**src/rtl/cfo_phase_rotator.sv**
```systemverilog
// Carrier-offset phase rotator: quadrant pre-rotation followed by a pipelined rotation-mode CORDIC.
// Define PHASE_ROT_GAIN_COMP_EN to add a registered CORDIC gain-compensation multiply (unity gain).
`timescale 1ns/1ps
module cfo_phase_rotator #(
    parameter int DATA_W = 16,
    parameter int ITER   = 16,
    parameter int GUARD  = 2
) (
    input  logic                     CLK,
    input  logic                     a_RSTn,
    input  logic                     Input_Strobe,
    input  logic signed [DATA_W-1:0] I_In,
    input  logic signed [DATA_W-1:0] Q_In,
    input  logic signed [31:0]       Phase_In,
    output logic signed [DATA_W-1:0] I_Out,
    output logic signed [DATA_W-1:0] Q_Out,
    output logic                     Output_Strobe
);

    // Fraction bits below the sample LSB keep per-stage shift truncation well under one output LSB.
    localparam int FRAC = 4;
    localparam int W    = DATA_W + GUARD + FRAC;
    localparam int PW   = W + 16;

    localparam logic signed [31:0] HALF_PI = 32'sh1921FB54;

    // round(atan(2^-i) * 2^28)
    localparam logic signed [31:0] ATAN [0:19] = '{
        32'sh0C90FDAA, 32'sh076B19C1, 32'sh03EB6EBF, 32'sh01FD5BAA,
        32'sh00FFAADE, 32'sh007FF557, 32'sh003FFEAB, 32'sh001FFFD5,
        32'sh000FFFFB, 32'sh0007FFFF, 32'sh00040000, 32'sh00020000,
        32'sh00010000, 32'sh00008000, 32'sh00004000, 32'sh00002000,
        32'sh00001000, 32'sh00000800, 32'sh00000400, 32'sh00000200
    };

    function automatic logic signed [DATA_W-1:0] saturate(input logic signed [PW-1:0] v);
        if (v[PW-1:DATA_W-1] == '0 || v[PW-1:DATA_W-1] == '1)
            return v[DATA_W-1:0];
        else if (v[PW-1])
            return {1'b1, {(DATA_W-1){1'b0}}};
        else
            return {1'b0, {(DATA_W-1){1'b1}}};
    endfunction

    logic signed [W-1:0]  i_ext, q_ext;
    logic signed [W-1:0]  x_pre, y_pre;
    logic signed [31:0]   z_pre;

    logic signed [W-1:0]  x_pipe [0:ITER];
    logic signed [W-1:0]  y_pipe [0:ITER];
    logic signed [31:0]   z_pipe [0:ITER-1];
    logic [ITER:0]        valid;

    always_comb begin
        i_ext = {{GUARD{I_In[DATA_W-1]}}, I_In, {FRAC{1'b0}}};
        q_ext = {{GUARD{Q_In[DATA_W-1]}}, Q_In, {FRAC{1'b0}}};
        x_pre = i_ext;
        y_pre = q_ext;
        z_pre = Phase_In;
        if (Phase_In > HALF_PI) begin
            x_pre = -q_ext;
            y_pre = i_ext;
            z_pre = Phase_In - HALF_PI;
        end else if (Phase_In < -HALF_PI) begin
            x_pre = q_ext;
            y_pre = -i_ext;
            z_pre = Phase_In + HALF_PI;
        end
    end

    always_ff @(posedge CLK or negedge a_RSTn) begin
        if (!a_RSTn) begin
            for (int unsigned i = 0; i <= ITER; i++) begin
                x_pipe[i] <= '0;
                y_pipe[i] <= '0;
            end
            for (int unsigned i = 0; i < ITER; i++)
                z_pipe[i] <= '0;
            valid <= '0;
        end else begin
            valid     <= {valid[ITER-1:0], Input_Strobe};
            x_pipe[0] <= x_pre;
            y_pipe[0] <= y_pre;
            z_pipe[0] <= z_pre;
            for (int unsigned i = 0; i < ITER; i++) begin
                if (z_pipe[i][31]) begin
                    x_pipe[i+1] <= x_pipe[i] + (y_pipe[i] >>> i);
                    y_pipe[i+1] <= y_pipe[i] - (x_pipe[i] >>> i);
                end else begin
                    x_pipe[i+1] <= x_pipe[i] - (y_pipe[i] >>> i);
                    y_pipe[i+1] <= y_pipe[i] + (x_pipe[i] >>> i);
                end
            end
            for (int unsigned i = 0; i + 1 < ITER; i++)
                z_pipe[i+1] <= z_pipe[i][31] ? z_pipe[i] + ATAN[i] : z_pipe[i] - ATAN[i];
        end
    end

`ifdef PHASE_ROT_GAIN_COMP_EN
    localparam logic signed [15:0]   K     = 16'sd19898;
    localparam logic signed [PW-1:0] ROUND = PW'(1) <<< (14 + FRAC);

    logic signed [PW-1:0] prod_x, prod_y, rnd_x, rnd_y;

    always_comb begin
        prod_x = PW'(x_pipe[ITER]) * PW'(K);
        prod_y = PW'(y_pipe[ITER]) * PW'(K);
        rnd_x  = (prod_x + ROUND) >>> (15 + FRAC);
        rnd_y  = (prod_y + ROUND) >>> (15 + FRAC);
    end

    always_ff @(posedge CLK or negedge a_RSTn) begin
        if (!a_RSTn) begin
            I_Out         <= '0;
            Q_Out         <= '0;
            Output_Strobe <= 1'b0;
        end else begin
            I_Out         <= saturate(rnd_x);
            Q_Out         <= saturate(rnd_y);
            Output_Strobe <= valid[ITER];
        end
    end
`else
    // Uncompensated: halve the CORDIC gain (~0.823 net); cleared pipeline gives zero outputs in reset.
    always_comb begin
        I_Out         = saturate(PW'(x_pipe[ITER] >>> (FRAC + 1)));
        Q_Out         = saturate(PW'(y_pipe[ITER] >>> (FRAC + 1)));
        Output_Strobe = valid[ITER];
    end
`endif

endmodule

```
**config.mk**
```make
export PLATFORM = sky130hd
export DESIGN_NAME = cfo_phase_rotator
export DESIGN_NICKNAME = d
export VERILOG_FILES = /design/src/rtl/cfo_phase_rotator.sv
export SDC_FILE = /design/constraint.sdc
export NUM_CORES = 2
export LEC_CHECK = 0
export ABC_AREA = 0
export CAP_MARGIN = 20
export CORE_ASPECT_RATIO = 1.4
export CORE_MARGIN = 3
export CORE_UTILIZATION = 35
export CTS_CLUSTER_DIAMETER = 150
export CTS_CLUSTER_SIZE = 14
export DETAILED_ROUTE_END_ITERATION = 7
export GPL_TIMING_DRIVEN = 1
export HOLD_SLACK_MARGIN = 0.06
export PLACE_DENSITY = 0.52
export SLEW_MARGIN = 30
export SYNTH_ARGS = -nofsm -noshare
export SYNTH_HDL_FRONTEND = slang
export SYNTH_SLANG_ARGS = --single-unit
export TNS_END_PERCENT = 20
```
**constraint.sdc**
```tcl
create_clock -name CLK -period 4.2 [get_ports CLK]
set_input_delay 0.84 -clock CLK [delete_from_list [all_inputs] [get_ports CLK]]
set_output_delay 0.84 -clock CLK [all_outputs]
set_load 0.03 [all_outputs]
```
==> results <==
- The highest attainable clock frequency is 249 MHz.
- Counting the buffers created by CTS gives 92.
- The detail route stage leaves a number of antenna-violating nets equal to 0.
- Summing every instance area after synthesis gives 0.0875 mm².
- The final-report hold violation count is 0.
- The H-tree depth is 3.
- The fraction of final layout cells with drive strength greater than 1 is 4.64%.
- The part of the cycle the worst path needs is 95.5%.
- The share of synthesized registers carrying an async set or reset is 100%.
- For this run, design rule violations remaining after detail routing come to 0.
- The most common cell in the netlist is sky130_fd_sc_hd__ha_1.
- In this run the worst setup path begins at y_pipe[253]$_DFF_PN0_.
- The cell count of the worst reg-to-reg path is 12.
- The worst setup path is captured at a flop.
- Buffers added to address setup during post-CTS repair amount to 0.
- The overflow left after global routing is 0.
- STA puts the critical path data required time at 4.82 ns.
- Counting every sink on the clock net gives 1139.
- The post-synthesis cell type count is 83.
- The minimum clock period is 4.01 ns.
- The maximum fanout count along the critical path is 5.
- The half-perimeter wire length after detailed placement is 187000 µm.
- 100 I/O pins were placed.
- The max-capacitance violation count is 0.
- Yosys printed 0 warnings.
- The number of buffers added to fix hold violations after cts is 0.
- In this run the clock root is driven by a sky130_fd_sc_hd__clkbuf_16.
- Setup repair after global routing could not meet its margin everywhere.
- The detailed-route vias per instance is 5.31.
- Sorting the synthesized cells by area gives the leading types as sky130_fd_sc_hd__dfrtp_1 33%, sky130_fd_sc_hd__ha_1 16%, sky130_fd_sc_hd__xnor2_1 8.1%.
- For this block, the via count after detailed routing is 69.4k.
- The height of the chip is 597 µm.
- The number of detailed-route iterations in the first pass is 6.
- Across all register-to-register paths, the minimum setup slack is 0.19 ns.
- The count of final max-slew check failures was 0.
- The clock passes through at most 3 buffers.
- The clock tree from TritonCTS is built.
- The number of enable-type register cells in the synthesized netlist is 0.
- In the final routed layout, each cell accounts on average for 17.6 µm.
- The top flip-flop cell by instance count after synthesis is sky130_fd_sc_hd__dfrtp_1.
- The critical path in this run is classified as flop to flop.
- The total detailed-routing wirelength is 230000 µm.
- Counting every instance in the synthesized netlist gives 9546.
- The net count after synthesis is 10.8k.
- The run finished with clean final reports.
- The signal arrival time at the worst endpoint is 4.62 ns.
- The via count of the first global-routing pass is 70.8k.
- Clock-pin slew was measured on the worst setup and hold paths at 0.07 ns.
- Relative to the synthesized area, the layout overhead comes to 10.2%.
- The floorplan step defined a core boundary enclosing 0.248 mm².
- The commonest cells after synthesis are 1149 x sky130_fd_sc_hd__ha_1, 1139 x sky130_fd_sc_hd__dfrtp_1, 954 x sky130_fd_sc_hd__a21oi_1, 862 x sky130_fd_sc_hd__nor2_1, 804 x sky130_fd_sc_hd__xnor2_1.
- The initial antenna violation count came to 3.
- The tightest hold margin is 0.109 ns.
- The startpoint of the lowest-slack register-to-register path is y_pipe[253]$_DFF_PN0_.
- At the end of routability-driven placement, the weighted congestion stood at 0.882.
- The clock insertion delay at the later pin of the skew report is 0.73 ns.
- The maximum number of pins on one net before global-route repair is 123.
- The global-route wire length before repair is 372000 µm.
- The synthesized design devotes to its leading area cell type 32.6% of total area.
- The worst relative slew slack is 38.0%.
- The initial cell density of the core is 35.3%.
- The floorplan die area is 0.256 mm².
- The startpoint class of the critical path is a flop.
- In this run the tool buffered the top-level ports with 99 buffer cells.
- A synthesized cell averages 9.16 µm².
- The cell type contributing the most total cell area after synthesis is sky130_fd_sc_hd__dfrtp_1.
- For the pin with the worst max-slew slack, the measured transition is 0.924 ns.
- The clock skew is 0.0725 ns.
- The net count of the finished layout is 11.0k.
- Synthesis inferred 1139 register bits.
- The die is 428 µm wide.
- The initial DRC count is 3323.
- The post-synthesis sequential area ratio is 32.6%.
- The number of standard-cell rows in the floorplan is 216.
- Setup violations remaining at the end of the flow were counted as 0.
- In this run the critical register-to-register path is captured at x_pipe[240]$_DFF_PN0_.
- The worst hold path belongs to the class input port to async pin.
- Across every metal layer, demand over resource in global routing totals 17.6%.
==> metal layers <==
| layer | wire, µm | up-vias | GRT usage, % |
|---|---|---|---|
| met4 | 9250 | 0 | 6.74 |
| met5 | 0 | - | 0 |
| met1 | 89800 | 33300 | 19.1 |
| met3 | 5770 | 359 | 1.54 |
| li1 | - | 34800 | - |
| met2 | 125000 | 1037 | 34.9 |
==> critical path: stages (launching register included) <==
cell	delay (ns)
sky130_fd_sc_hd__dfrtp_1	0.46
sky130_fd_sc_hd__or4_1	0.58
sky130_fd_sc_hd__nor3_1	0.46
sky130_fd_sc_hd__nor2_1	0.11
sky130_fd_sc_hd__xnor2_1	0.36
sky130_fd_sc_hd__ha_1	0.36
sky130_fd_sc_hd__a21oi_1	0.20
sky130_fd_sc_hd__nor2_1	0.07
sky130_fd_sc_hd__a221oi_1	0.33
sky130_fd_sc_hd__a21oi_1	0.18
sky130_fd_sc_hd__a41o_1	0.31
sky130_fd_sc_hd__o41ai_1	0.34
sky130_fd_sc_hd__xnor2_1	0.16
==> cell type report <==
class,count,area (µm²)
diodes,2,5.00
clock buffers,98,2350
clock inverters,9,164
fillers,24600,151000
inverters,465,1750
multi-input cells,7787,56800
flip-flops and latches,1139,28500
well taps,3270,4090
repair buffers,302,2710
==> cell families after synthesis <==
group | after synthesis | synth area share (%)
buffers and inverters | 620 | 2.67
xor gates and xnor gates | 1205 | 12.1
DFF | 1139 | 32.6
muxes | 93 | 1.12
and+or+nand+nor | 2496 | 13.8
adders and majority gates | 1189 | 17.4
AOI/OAI and AO/OA | 2804 | 20.5
==> cells in the final DEF, fill, tap and decap left out, drive strengths merged, types with 73 or more instances in the layout <==
| cell | instances |
|---|---|
| inv | 465 |
| a21oi | 954 |
| a31oi | 112 |
| or3 | 83 |
| xor2 | 401 |
| o21ai | 465 |
| and3 | 73 |
| o21a | 165 |
| a21o | 370 |
| dfrtp | 1139 |
| nand3 | 152 |
| clkdlybuf4s50 | 98 |
| buf | 204 |
| clkbuf | 98 |
| nor3 | 282 |
| ha | 1149 |
| xnor2 | 804 |
| nor2b | 127 |
| nor2 | 862 |
| nand2b | 129 |
| nand2 | 472 |
| o21bai | 122 |
| a211oi | 91 |
==> state kept, by name (all words and copies together) (netlist names) <==
| register | flops |
|---|---|
| x_pipe | 356 |
| y_pipe | 355 |
| valid | 17 |
| z_pipe | 411 |
==> timing repair <==
item | in CTS | in global routing
pin swaps | 0 | 2
endpoints found under the setup margin | 1 | 26
resized for setup | 1 | 28
==> worst max-delay path by stage <==
stage,to
5_1_grt,x_pipe[240]$_DFF_PN0_
6_report,x_pipe[240]$_DFF_PN0_
2_1_floorplan,x_pipe[219]$_DFF_PN0_
3_3_place_gp,x_pipe[370]$_DFF_PN0_
4_1_cts,x_pipe[42]$_DFF_PN0_
3_5_place_dp,x_pipe[219]$_DFF_PN0_
==> per-stage QoR <==
stage	cell area, µm²	setup TNS [ns]	cells	setup slack, ns	util (%)
2_1_floorplan	87500	0	9546	0.0514	-
3_3_place_gp	93700	0	13000	0.00302	37.8
3_5_place_dp	93700	0	13000	0.0249	37.8
4_1_cts	96200	0	13100	0.0932	38.8
5_1_grt	96300	-0.0178	13100	-0.0169	38.9
6_report	96300	0	13100	0.191	38.9
Power is left out: the tool's default activity adds up to more than one toggle a clock period on the data nets, which glitch-free logic cannot reach.
